==> src/rtl/regbank_mp.sv <==
// rtl/regbank_mp.sv - multi-bank register file, two bypassed read ports, one write port, clear sweep
module regbank_mp #(
    parameter int WIDTH  = 16,
    parameter int ADDR_W = 3,
    parameter int BANKS  = 2,
    localparam int DEPTH  = 2 ** ADDR_W,
    localparam int BANK_W = (BANKS > 1) ? $clog2(BANKS) : 1
) (
    input  logic              CLK,
    input  logic              RESET,
    input  logic [ADDR_W-1:0] SR1,
    input  logic [ADDR_W-1:0] SR2,
    input  logic [ADDR_W-1:0] DR,
    input  logic [WIDTH-1:0]  DRIN,
    input  logic              LDREG,
    input  logic [BANK_W-1:0] BANKSEL,
    input  logic              LDBANK,
    input  logic              CLR,
    output logic [WIDTH-1:0]  SR1OUT,
    output logic [WIDTH-1:0]  SR2OUT,
    output logic [BANK_W-1:0] ACTBANK,
    output logic              BUSY
);

    localparam logic [0:0] ST_IDLE  = 1'b0;
    localparam logic [0:0] ST_CLEAR = 1'b1;
    localparam logic [ADDR_W-1:0] LAST_IDX = ADDR_W'(DEPTH - 1);

    logic [WIDTH-1:0]  mem [BANKS][DEPTH];
    logic [0:0]        state;
    logic [ADDR_W-1:0] cnt;
    logic [BANK_W-1:0] act_bank;
    logic [BANK_W-1:0] clr_bank;
    logic [BANK_W-1:0] next_bank;
    logic              idle;

    assign idle    = (state == ST_IDLE);
    assign BUSY    = (state == ST_CLEAR);
    assign ACTBANK = act_bank;

    // A sweep requested together with a bank switch targets the newly selected bank.
    assign next_bank = (LDBANK && BANKS > 1) ? BANKSEL : act_bank;

    always_comb begin
        SR1OUT = mem[act_bank][SR1];
        SR2OUT = mem[act_bank][SR2];
        if (idle && LDREG && DR == SR1) SR1OUT = DRIN;
        if (idle && LDREG && DR == SR2) SR2OUT = DRIN;
    end

    always_ff @(posedge CLK or posedge RESET) begin
        if (RESET) begin
            for (int b = 0; b < BANKS; b++)
                for (int r = 0; r < DEPTH; r++)
                    mem[b][r] <= '0;
            state    <= ST_IDLE;
            cnt      <= '0;
            act_bank <= '0;
            clr_bank <= '0;
        end else if (idle) begin
            if (LDREG) mem[act_bank][DR] <= DRIN;
            act_bank <= next_bank;
            if (CLR) begin
                state    <= ST_CLEAR;
                cnt      <= '0;
                clr_bank <= next_bank;
            end
        end else begin
            mem[clr_bank][cnt] <= '0;
            cnt                <= cnt + 1'b1;
            if (cnt == LAST_IDX) state <= ST_IDLE;
        end
    end

endmodule

==> config.mk <==
export PLATFORM = sky130hd
export DESIGN_NAME = regbank_mp
export DESIGN_NICKNAME = d
export VERILOG_FILES = /design/src/rtl/regbank_mp.sv
export SDC_FILE = /design/constraint.sdc
export NUM_CORES = 1
export LEC_CHECK = 0
export CORE_UTILIZATION = 30
export CTS_CLUSTER_DIAMETER = 30
export DETAILED_ROUTE_END_ITERATION = 10
export SKIP_LAST_GASP = 1
export SLEW_MARGIN = 10
export SYNTH_ARGS = -nofsm -noshare
export SYNTH_HDL_FRONTEND = slang
export SYNTH_SLANG_ARGS = --single-unit
export TNS_END_PERCENT = 1
==> constraint.sdc <==
create_clock -name CLK -period 11.45 [get_ports CLK]
set_input_delay 1.145 -clock CLK [delete_from_list [all_inputs] [get_ports CLK]]
set_output_delay 1.145 -clock CLK [all_outputs]
set_load 0.005 [all_outputs]
* Yosys cells after proc, flatten, opt, wreduce, memory -nomap -nowiden
Index checks and enable logic that the tools add are counted.
Word-level totals: bits in registers 262, latch bits 0, bits in writable memories 0, bits in read-only memories 0, input bits 31, output and inout port bits 34, word-level logic and storage cells 81, memories kept 0
Operators by class: add/sub/neg operators 1, multiply operators 0, divide/modulo/power cells 0, $lt $le $gt $ge 10, equality and inequality tests 3, shift operators 0, multiplexer cells 28, bitwise operators 9, reduce and logical (&&, ||, !) cells 10
Operator list (count):
- $mux W128 | 5
- $mux W256 | 2
- $and A256 B256 Y256 | 1
- $bwmux W256 | 1
- $demux W128 S1 | 2
- $not A256 Y256 | 1
- $mux W16 | 8
- $bmux W16 S3 | 2
- $demux W16 S3 | 2
- $ge A4 B4 Y1 const B | 4
- $not A3 Y4 | 4
- $lt A4 B1 Y1 const B | 2
- $logic_and A1 B1 Y1 | 7
- $eq A3 B3 Y1 | 2
- $mux W3 | 2
- $ge A2 B2 Y1 const B | 2
- $lt A2 B1 Y1 const B | 2
- $mux W1 | 4
- $not A1 Y2 | 2
- $reduce_bool A2 Y1 | 2
- $add A3 B1 Y3 const B | 1
- $eq A3 B3 Y1 const B | 1
- $reduce_and A2 Y1 | 1
- $not A1 Y1 | 1

* Longest topological paths before layout
word-level depth 10, gate-level depth with buffers 7, mapped depth without buffers 4

* Worst setup path before layout
OpenSTA, ideal clock, no wires.
kind input-to-output, start input port SR1[0], end output port SR1OUT[13], data arrival time 2706 ps, data required time 10305 ps, path slack 7599 ps, cell stages on the path 5, path buffers 2, cell sequence buf_2 buf_2 mux4_2 a211o_1 a22o_1
Between the ends: word-level cells in the longest chain between the ends 5
RTL lines:
- from (decl) | RTL line 11 | input logic [ADDR_W-1:0] SR1,
- $not A3 Y4 (implied by the code) | RTL line 45 | SR1OUT = mem[act_bank][SR1];
- $bmux W16 S3 | RTL line 45
- $mux W16 (implied by the code) (2 in series) | RTL line 45
- $mux W16 (*) | RTL line 47 | if (idle && LDREG && DR == SR1) SR1OUT = DRIN;
- to (decl) | RTL line 19 | output logic [WIDTH-1:0] SR1OUT,
Every way passes the cells marked *; elsewhere a longest branch is shown, timed or not. The select of a mux whose other input is x is not followed.

* Worst setup path after layout
start input port SR2[1], end output port SR2OUT[10]
Between the ends: word-level cells in the longest chain between the ends 5
RTL lines:
- from (decl) | RTL line 12 | input logic [ADDR_W-1:0] SR2,
- $not A3 Y4 (implied by the code) | RTL line 46 | SR2OUT = mem[act_bank][SR2];
- $bmux W16 S3 | RTL line 46
- $mux W16 (implied by the code) (2 in series) | RTL line 46
- $mux W16 (*) | RTL line 48 | if (idle && LDREG && DR == SR2) SR2OUT = DRIN;
- to (decl) | RTL line 20 | output logic [WIDTH-1:0] SR2OUT,
Marked as above.

==> reports/qor.txt <==
Status: finished, final reports clean
RSZ-0062 raised after global routing: no
Post-Place Worst Slack: 6.42 ns
# hold bufs at CTS: 0
Combinational share of power: 27.7%
Worst Setup Slack, final: 6.45 ns
Slew Viols, Final: 0
Pwr dens: 272 nW/um2
Via count: 10.5k
Period utilization: 43.7%
1st-pass router iterations: 5
R2R cell count: 6
DR iter-0 viols: 1031
First-pass GRT wire length: 71300 um
Most common cell after layout, fill and taps aside: a22o_1
Die area: 47400 um2
H-tree levels: 2
R2R Setup Slk: 7.94 ns
Met2 wire len: 22000 um
M1 WL: 19200 um
Final antenna-violating net count: 0
CTS Buf Count: 60
Syn. warnings: 0
Clock root buffer: clkbuf_16
WL final: 47300 um
Largest vdd supply drop: 0.135 mV
Largest net degree at the start of global routing: 83
Setup TNS: 0 ns
Worst-skew pair later-pin latency: 0.58 ns
Most frequent cells in the layout: 266 x a22o_1, 261 x dfrtp_1, 128 x mux4_2
CP Cell Sequence: buf_4 -> buf_4 -> mux4_2 -> mux2i_1 -> mux2_2 -> o21ai_0 -> clkdlybuf4s50_1
Measured slew at the worst slew-check pin: 0.983 ns
DP HPWL: 26400 um
Fmax achieved: 0.200 GHz
Mapped cell area: 13900 um2
CP Max Fanout: 50
Vias in the first global route: 10.9k
Capturing point of the worst reg2reg path: mem[115]
Filler Cell Count: 4233
Die Span Y: 218 um
Post-CTS Setup Bufs: 0
Leak: 7.53 nW
GRT overflow: 0
CTS tree: done
CTS resizes: 0
Synth unique cells: 41
DIE WIDTH: 218 um
Total track usage: 20.2%
Antenna Cells: 0
Worst Setup Start Kind: input pin
# IOs: 65
Syn Inst Count: 999
Nets: 1071
Synth-to-Final Area Change: 24.4%
Final hold viol count: 0
Crit. End Element: output pin
Syn nets: 1032
CP max stage cell: buf_4
DR DRC count: 0
WP data arrival: 3.85 ns
Initial antenna violation count: 0
Endpoints failing setup: 0
Reg power frac: 33.1%
Avg Inst Size Synth: 14.0 um2
Final worst path period need: 5.00 ns
Layout Skew: 0.0195 ns
Clock Pin Slew Worst Setup and Hold Paths: 0.04 ns
Initial Util: 30.6%
Share of cells above drive strength 1: 29.0%
Clock Power Share: 39.2%
GP Congestion: 0.795
Total internal power: 3.29 mW
I/O Buffers: 64
Via/cell ratio: 6.20
Critical Path RT: 10.31 ns
Slew headroom: 34.5%
Max cap viols: 0
Critical Path Most Common Cell: buf_4
Hold Path End: mem[134]
Row cnt: 78
Drt wl/cell: 28.0 um
Seq/Total Area, Yosys: 47.0%
Critical path's largest stage delay: 0.78 ns
Max Root-Sink Buffers: 3
Highest Signal Layer: met4
Switching Share: 30.3%
Critical path class: in2out
Hold Path Depth: 1
Hold crit path type: reg2reg
Total Power: 4.72 mW
Core area: 45600 um2
Reg2reg start: ACTBANK
NetSw: 1.43 mW
Sink Count: 262
Routed wl met3: 4360 um
Min-Delay Startpoint: mem[134]
Number of synthesized register bits: 262
[cells in the mapped netlist]
cell / instances / area [um2]
a211o_1: 10 / 87.6
a211oi_1: 14 / 105
a21boi_0: 1 / 7.51
a21o_1: 14 / 105
a21oi_1: 15 / 75.1
a21oi_2: 1 / 8.76
a22o_1: 266 / 2330
a31o_2: 1 / 8.76
a31oi_1: 8 / 50.1
a41oi_1: 1 / 8.76
a41oi_2: 1 / 16.3
and2_1: 1 / 6.26
buf_1: 18 / 67.6
buf_2: 52 / 260
buf_4: 9 / 67.6
buf_6: 1 / 11.3
clkbuf_1: 44 / 165
dfrtp_1: 262 / 6560
ha_1: 2 / 25.0
inv_1: 2 / 7.51
inv_2: 1 / 3.75
mux2_2: 8 / 90.1
mux2i_1: 41 / 410
mux4_2: 128 / 2880
nand2_1: 16 / 60.1
nand2b_1: 6 / 37.5
nand3_1: 1 / 5.00
nand4b_1: 1 / 8.76
nand4bb_1: 2 / 22.5
nor2_1: 15 / 56.3
nor2_4: 3 / 33.8
nor2b_1: 12 / 75.1
nor3_2: 3 / 30.0
nor3_4: 1 / 16.3
nor4_1: 1 / 6.26
nor4_2: 1 / 12.5
o21ai_0: 13 / 65.1
o22ai_1: 14 / 87.6
or2_2: 2 / 12.5
or4b_1: 1 / 10.0
xor2_1: 6 / 52.6
[power groups by stage]
stage                     sequential, mW  clock (mW)  combinational, mW
final                               1.56        1.85               1.31
after global routing                1.61        1.92               1.39
after CTS                           1.56        1.86               1.31
after detailed placement            1.56           0               1.30
after global placement              1.54           0               1.28
after floorplan                     1.44           0              0.952
[flip-flops by register name, indices dropped and copies added, names as in the netlist]
signal	count
ACTBANK	1
BUSY	1
clr_bank	1
mem	256
cnt	3
[kinds of logic (layout without fill, tap and decap cells)]
kind of cell             after synthesis  count (layout)  share of synthesized area [%]
multiplexers                         177             177                           24.3
AND/OR/NAND/NOR                       66              66                           2.82
adder cells (fa/ha/maj)                2               2                          0.179
flip-flops                           262             262                           47.0
XOR/XNOR                               6               6                          0.377
buffers and inverters                127             216                           4.18
AO/OA/AOI/OAI                        359             359                           21.2
[worst max-delay path, delay by kind of cell]
kind	cells	cell delay [ns]
AO/OA/AOI/OAI	1	0.13
buffers and inverters	3	1.50
multiplexers	3	1.06
[metal layers]
metal / up-vias / track usage [%]
met5: - / 0
met4: 0 / 8.31
met3: 122 / 4.38
met2: 589 / 31.3
met1: 5583 / 27.4
li1: 4179 / -
[worst max-delay path by stage]
stage / startpoint / endpoint / slack, ns
after global placement: SR2[1] / SR2OUT[10] / 6.46
after detailed placement: SR2[0] / SR2OUT[8] / 6.42
after floorplan: RESET / ACTBANK / 3.09
after CTS: SR2[0] / SR2OUT[13] / 6.41
after global routing: SR2[0] / SR2OUT[13] / 6.21
final: SR2[1] / SR2OUT[10] / 6.45
[metrics by stage]
step	instances	utilization [%]	area, um2	hold slack, ns
2_1_floorplan	999	-	13900	0.477
3_3_place_gp	1576	33.2	15100	0.495
3_5_place_dp	1576	33.2	15100	0.497
4_1_cts	1688	38.1	17400	0.514
5_1_grt	1688	38.1	17400	0.530
6_report	1688	38.1	17400	0.511
[layout make-up]
type | count | area, um2 | area share, %
clock buffers | 77 | 1700 | 9.78
multi-input cells | 610 | 6920 | 39.9
well taps | 600 | 751 | 4.33
flip-flops and latches | 262 | 6560 | 37.8
inverters | 3 | 18.8 | 0.108
repair buffers | 101 | 898 | 5.18
clock inverters | 35 | 508 | 2.93
No activity file was read; power rests on OpenSTA's default activity.
